## src/rtl/fetch_sequencer.sv

```systemverilog
// Program-counter sequencer: drives the instruction-memory address from a
// start pulse until halt, PC overflow or watchdog expiry, and reports run stats.
module fetch_sequencer #(
    parameter int unsigned PC_BITS    = 12,
    parameter int unsigned CNT_BITS   = 16,
    parameter int unsigned MAX_CYCLES = 65535
) (
    input  logic                clk,
    input  logic                reset,
    input  logic                start,
    input  logic [PC_BITS-1:0]  start_addr,
    input  logic                stall,
    input  logic                branch_taken,
    input  logic [PC_BITS-1:0]  branch_target,
    input  logic                halt,
    output logic [PC_BITS-1:0]  pc,
    output logic                fetch_valid,
    output logic                busy,
    output logic                done,
    output logic [1:0]          err,
    output logic [CNT_BITS-1:0] icount,
    output logic [CNT_BITS-1:0] cycles
);

    typedef enum logic [1:0] {
        IDLE = 2'd0,
        RUN  = 2'd1,
        DONE = 2'd2
    } state_t;

    localparam logic [1:0]          ERR_OK       = 2'b00;
    localparam logic [1:0]          ERR_OVERFLOW = 2'b01;
    localparam logic [1:0]          ERR_WATCHDOG = 2'b10;
    localparam logic [PC_BITS-1:0]  PC_LAST      = '1;
    localparam logic [CNT_BITS-1:0] CNT_SAT      = '1;
    // Cycle count at which the current RUN cycle is the last one allowed.
    localparam logic [CNT_BITS-1:0] WD_LAST      = CNT_BITS'(MAX_CYCLES - 1);

    state_t state;

    // State flags decoded straight from the registered state.
    assign busy        = (state == RUN);
    assign fetch_valid = (state == RUN);

    // Sequencer FSM with all reported values held in registers.
    always_ff @(posedge clk) begin
        if (reset) begin
            state  <= IDLE;
            pc     <= '0;
            done   <= 1'b0;
            err    <= ERR_OK;
            icount <= '0;
            cycles <= '0;
        end else begin
            case (state)
                IDLE, DONE: begin
                    if (start) begin
                        state  <= RUN;
                        pc     <= start_addr;
                        done   <= 1'b0;
                        err    <= ERR_OK;
                        icount <= '0;
                        cycles <= '0;
                    end
                end

                RUN: begin
                    if (cycles != CNT_SAT) begin
                        cycles <= cycles + CNT_BITS'(1);
                    end

                    if (halt) begin
                        // The halt instruction itself retires.
                        state  <= DONE;
                        done   <= 1'b1;
                        err    <= ERR_OK;
                        icount <= icount + CNT_BITS'(1);
                    end else if (cycles == WD_LAST) begin
                        // A stalled instruction on the final cycle does not retire.
                        state <= DONE;
                        done  <= 1'b1;
                        err   <= ERR_WATCHDOG;
                        if (!stall) begin
                            icount <= icount + CNT_BITS'(1);
                        end
                    end else if (branch_taken) begin
                        // A redirect wins over a stall.
                        pc     <= branch_target;
                        icount <= icount + CNT_BITS'(1);
                    end else if (stall) begin
                        pc     <= pc;
                    end else if (pc == PC_LAST) begin
                        // Stop at the top of memory instead of wrapping to 0.
                        state  <= DONE;
                        done   <= 1'b1;
                        err    <= ERR_OVERFLOW;
                        icount <= icount + CNT_BITS'(1);
                    end else begin
                        pc     <= pc + PC_BITS'(1);
                        icount <= icount + CNT_BITS'(1);
                    end
                end

                default: begin
                    state <= IDLE;
                    done  <= 1'b0;
                end
            endcase
        end
    end

endmodule

```

## config.mk

```make
export PLATFORM = sky130hd
export DESIGN_NAME = fetch_sequencer
export DESIGN_NICKNAME = d
export VERILOG_FILES = /design/src/rtl/fetch_sequencer.sv
export SDC_FILE = /design/constraint.sdc
export NUM_CORES = 1
export LEC_CHECK = 0
export BUFFER_PORTS_ARGS = -buffer_cell sky130_fd_sc_hd__buf_2
export CORE_MARGIN = 3
export CORE_UTILIZATION = 48
export DETAILED_ROUTE_END_ITERATION = 8
export GPL_TIMING_DRIVEN = 0
export PLACE_DENSITY = 0.76
export SLEW_MARGIN = 20
export SYNTH_ARGS = -nofsm -noshare
export SYNTH_HDL_FRONTEND = slang
export SYNTH_SLANG_ARGS = --single-unit
```

## constraint.sdc

```tcl
create_clock -name clk -period 1.8 [get_ports clk]
set_input_delay 0.18 -clock clk [delete_from_list [all_inputs] [get_ports clk]]
set_output_delay 0.18 -clock clk [all_outputs]
set_load 0.005 [all_outputs]
```

---- Yosys cells after proc, flatten, opt, wreduce, memory -nomap -nowiden ----
Index checks and enable logic that the tools add are counted.
cells by class
  add/sub/neg operators ................... 3
  $mul .................................... 0
  div/mod/pow operators ................... 0
  order comparisons ....................... 0
  equality and inequality tests ........... 14
  shift-type cells ........................ 0
  muxes and demuxes ....................... 36
  bitwise logic cells ..................... 0
  reduce and logical (&&, ||, !) cells .... 8
operator list
  kind                     count
  $mux W16                 6
  $mux W12                 6
  $pmux W16 S2             2
  $add A16 B1 Y16 const B  2
  $mux W2                  12
  $pmux W12 S2             1
  $eq A16 B16 Y1 const B   1
  $ne A16 B16 Y1 const B   1
  $add A12 B1 Y12 const B  1
  $eq A12 B12 Y1 const B   1
  $ne A4 B3 Y1 const B     2
  $pmux W2 S2              2
  $mux W1                  6
  $ne A2 B2 Y1 const B     3
  $ne A3 B3 Y1 const B     2
  $reduce_and A6 Y1        1
  $reduce_and A5 Y1        1
  $ne A4 B2 Y1 const B     1
  $reduce_and A4 Y1        1
  $reduce_and A3 Y1        1
  $eq A2 B1 Y1 const B     1
  $eq A2 B2 Y1 const B     1
  $logic_not A2 Y1         1
  $ne A2 B1 Y1 const B     1
  other kinds (4)          4
word-level totals
  register bits ........................... 49
  bits in latches ......................... 0
  RAM bits ................................ 0
  ROM bits ................................ 0
  input port bits ......................... 30
  output and inout bits ................... 49
  logic and storage cells ................. 67
  memories kept ........................... 0

---- Depth between registers and ports, before layout ----
  depth in word-level cells ............... 7
  depth in mapped cells ................... 8
  mapped depth without buffers ............ 7

---- Worst setup path before layout ----
No wires, ideal clock.
  path kind ............................... reg-to-reg
  start ................................... register cycles[9]
  end ..................................... register pc[2]
  library setup time ...................... 0.137 ns
  arrival time ............................ 1.862 ns
  data required time ...................... 1.663 ns
  path slack .............................. -0.198 ns
  cell stages (with the launch flop) ...... 8
  buffers on the path ..................... 2
  period minus slack after synthesis ...... 1.998 ns
  path through ............................ dfxtp_1 > nand4_4 > or4_1 > buf_6 > o221a_4 > buf_6 > nor3_1 > a211oi_1
between the ends
  cells in the longest elaborated chain, start to end .. 3
ends and longest elaborated chain
  element                             RTL line  text
  start: declaration                  22        output logic [CNT_BITS-1:0] cycles
  start signal: assignment            69        cycles <= cycles + CNT_BITS'(1);
  $eq A16 B16 Y1                      78        end else if (cycles == WD_LAST) begin
  $ne A2 B2 Y1 (no source line)       --
  $reduce_and A6 Y1 (no source line)  --
  end signal: assignment              88        pc <= branch_target;
  end signal: assignment              91        pc <= pc;
  end signal: assignment              99        pc <= pc + PC_BITS'(1);
  end: declaration                    16        output logic [PC_BITS-1:0] pc,
No other way between the ends.
A chain may end at the register's enable or synchronous reset.

---- Worst setup path after layout ----
  start ................................... register pc[0]
  end ..................................... register pc[0]
between the ends
  cells in the longest elaborated chain, start to end .. 7
  elaborated cells between the ends (all ways) .. 10
  those cells by class .................... add/sub (1); eq/ne (2); mux (6); reduce/logical (1)
ends and longest elaborated chain
  element                   RTL line  text
  start signal: assignment  59        pc <= start_addr;
  start signal: assignment  88
  start signal: assignment  91
  $add A12 B1 Y12           99
  $mux W12                  92        end else if (pc == PC_LAST) begin
  $mux W12                  90        end else if (stall) begin
  $mux W12                  86        end else if (branch_taken) begin
  $mux W12                  78
  $mux W12                  72        if (halt) begin
  $pmux W12 S2              55        case (state)
Parallel ways exist; a longest one is shown, timed or not. The select of a mux whose other input is x is not followed.

==> summary.txt <==
status: complete, but fails checks
failing checks: setup timing
Seq cells post-synth: 48
chip height: 84.4 um
# port buffers: 77
CTS tree: done
synthesized cell area: 2950 um^2
largest fanout on the critical path: 10
Tcrit/Tclk final: 1.10
Setup crit start: pc[0]
slew margin rel.: 0.489
H-Tree Depth: 2
Fmax achieved: 503 MHz
worst slew pin tran: 759 ps
Final min period: 1990 ps
vias in the first global route: 3179
vias per std cell: 6.41
Seq/Total Area, Yosys: 0.326
Final Slew Violations: 0
Max Cap Violations: 0
hold path cells: 3
FF-to-FF End: pc[0]
Boundary Pins: 79
Routed WL: 9800 um
Initial DRC Count: 424
syn_nets: 399
Total GRT Usage: 0.263
global-route wire length before repair: 15400 um
Antenna diodes: 0
worst flop-to-flop path startpoint: pc[0]
latest clock arrival within the worst-skew pair: 320 ps
Longest Clk Path Bufs: 2
RSZ-0062 raised after global routing: yes
Sinks on Clock Net: 48
Cells after Synth: 365
Worst Setup End Kind: flop
gpl congestion: 0.892
ys async rst share: 0
pwr dens: 593 nW/um^2
Setup WS post-layout: -188 ps
initial antenna violation count: 0
hold path start: start_addr[3]
largest net degree at the start of global routing: 15
P_leak: 1.59 nW
Post-Place Cell Area: 3460 um^2
grt total ovfl: 0
Detail Placement HPWL: 6480 um
WP data arrival: 2170 ps
mean post-synth cell area: 8.07 um^2
Final Skew: 13.8 ps
Final setup viols: 33
final net count: 509
R2R cell count: 7
Die Width: 84.4 um
Area Growth Syn to Fin: 38.8%
Post-DRT Antenna Nets: 0
DR pass1 iterations: 8
CTS Buf Count: 5
clk root buf: clkbuf_8
Min-Delay Path Class: input port to flop
Post-synth EDFFs: 0
top_reg_cell synth: dfxtp_1
Worst VDD drop: 0.367 mV
DIE AREA: 7110 um^2
Netlist cell types: 59
Overall Power: 2.43 mW
Final Hold Vio Count: 0
synthesis warning total: 0
Post-CTS Hold Buffers: 0
DRC: 0
Worst Setup Start Kind: flop
per-cell routed wire length: 17.9 um
core area: 5710 um^2
Cell Rows: 27
Crit Path Category: flop to flop
hold path endpoint: pc[3]
worst endpoint required time: 1980 ps
slack of the worst reg-to-reg path: -190 ps
design area: 4090 um^2
clk slew on worst S/H paths: 100 ps
Initial Utilization: 0.516
routed via count: 3515
layout cell share with drive strength beyond 1: 0.431
-- critical path, stage by stage (launching register included) --
cell and delay [ps]:
dfxtp_4 400, ha_4 180, nand4_1 190, o31a_1 410, o221a_4 300, buf_12 160
o221ai_2 120, a21oi_1 90
-- state kept, by name, indices dropped and copies added, names as in the netlist --
signal  count
cycles     16
state       1
icount     16
done        1
pc         12
err         2
-- cells in the mapped netlist, types with 5 or more instances --
master    count  area, um^2
nor2_1       21        78.8
a211oi_1      9        67.6
clkbuf_1     11        41.3
nor4_1        5        31.3
inv_1        10        37.5
nand4_1       8        50.1
and2_1        5        31.3
or4_1         8        60.1
or3_1         7        43.8
nand3_1      16        80.1
and3_1        6        37.5
a21oi_1      29         145
o21ai_0      18        90.1
dfxtp_1      48         961
nand2_1      37         139
nand2b_1      7        43.8
nor3_1       19        95.1
a311oi_1      9        78.8
xor2_1        8        70.1
o211ai_1      9        67.6
-- cells in the final DEF, fill, tap and decap left out, drive strengths merged, types with 3 or more instances in the layout --
master   instances
buf            112
dfxtp           48
nand2           39
a21oi           29
o21ai           22
nor2            21
nor3            19
clkbuf          17
nand3           16
a311oi          10
a211oi          10
o211ai           9
inv              9
nand4            9
or4              8
xor2             8
or3              7
nand2b           7
nor4             7
and3             6
and2             5
a31oi            4
xnor2            4
mux2i            4
ha               4
o311ai           3
and4             3
o2111ai          3
o221ai           3
-- what timing repair did --
action | CTS | global route
setup buffers | 19 | 7
gates cloned | 1 | 0
setup endpoints to repair | 50 | 48
pin swaps | 21 | 21
resized for setup | 61 | 34
-- cell families after synthesis --
family | count (synthesis) | share of synthesized area
xor gates and xnor gates | 12 | 0.0357
DFF | 48 | 0.326
AOI/OAI and AO/OA | 112 | 0.276
adders and majority gates | 4 | 0.0170
buffers and inverters | 30 | 0.0463
muxes | 4 | 0.0136
and+or+nand+nor | 155 | 0.285
-- worst max path at each step --
stage                end  slack [ps]  depth (start not counted)
2_1_floorplan     pc[10]         -80                          7
3_3_place_gp   icount[2]        -390                          5
3_5_place_dp   icount[2]        -470                          5
4_1_cts            pc[1]        -180                          7
5_1_grt            pc[1]        -250                          7
6_report           pc[0]        -190                          7
-- per-stage QoR --
step	util	worst slack [ps]	hold slack [ps]	cells	TNS, ps
final	0.716	-188	110	548	-3390
after global routing	0.716	-251	116	548	-6360
after CTS	0.686	-175	122	541	-2380
after detailed placement	0.605	-466	462	514	-13690
after global placement	0.605	-387	456	514	-11410
after floorplan	-	-75.7	345	365	-753
-- per-layer routing --
layer  track usage  part of all wire
met1         0.351              0.43
met2         0.412              0.46
met3        0.0658             0.084
met4        0.0950             0.030
met5             0                 0
-- cell type report --
type / count / area [um^2]
inverters: 10 / 45.0
fillers: 453 / 1620
clock inverters: 1 / 5.00
well taps: 72 / 90.1
flip-flops and latches: 48 / 1010
clock buffers: 7 / 97.6
plain buffers: 19 / 139
repair buffers: 103 / 592
multi-input cells: 288 / 2110
-- where the power goes --
part / internal [mW] / switching [mW] / total (mW) / leakage (nW)
logic: 0.211 / 0.304 / 0.514 / 1.13
registers: 1.10 / 0.0699 / 1.17 / 0.403
clock network: 0.357 / 0.390 / 0.747 / 0.0534
total: 1.66 / 0.763 / 2.43 / 1.59
(Power assumes the default switching activity.)
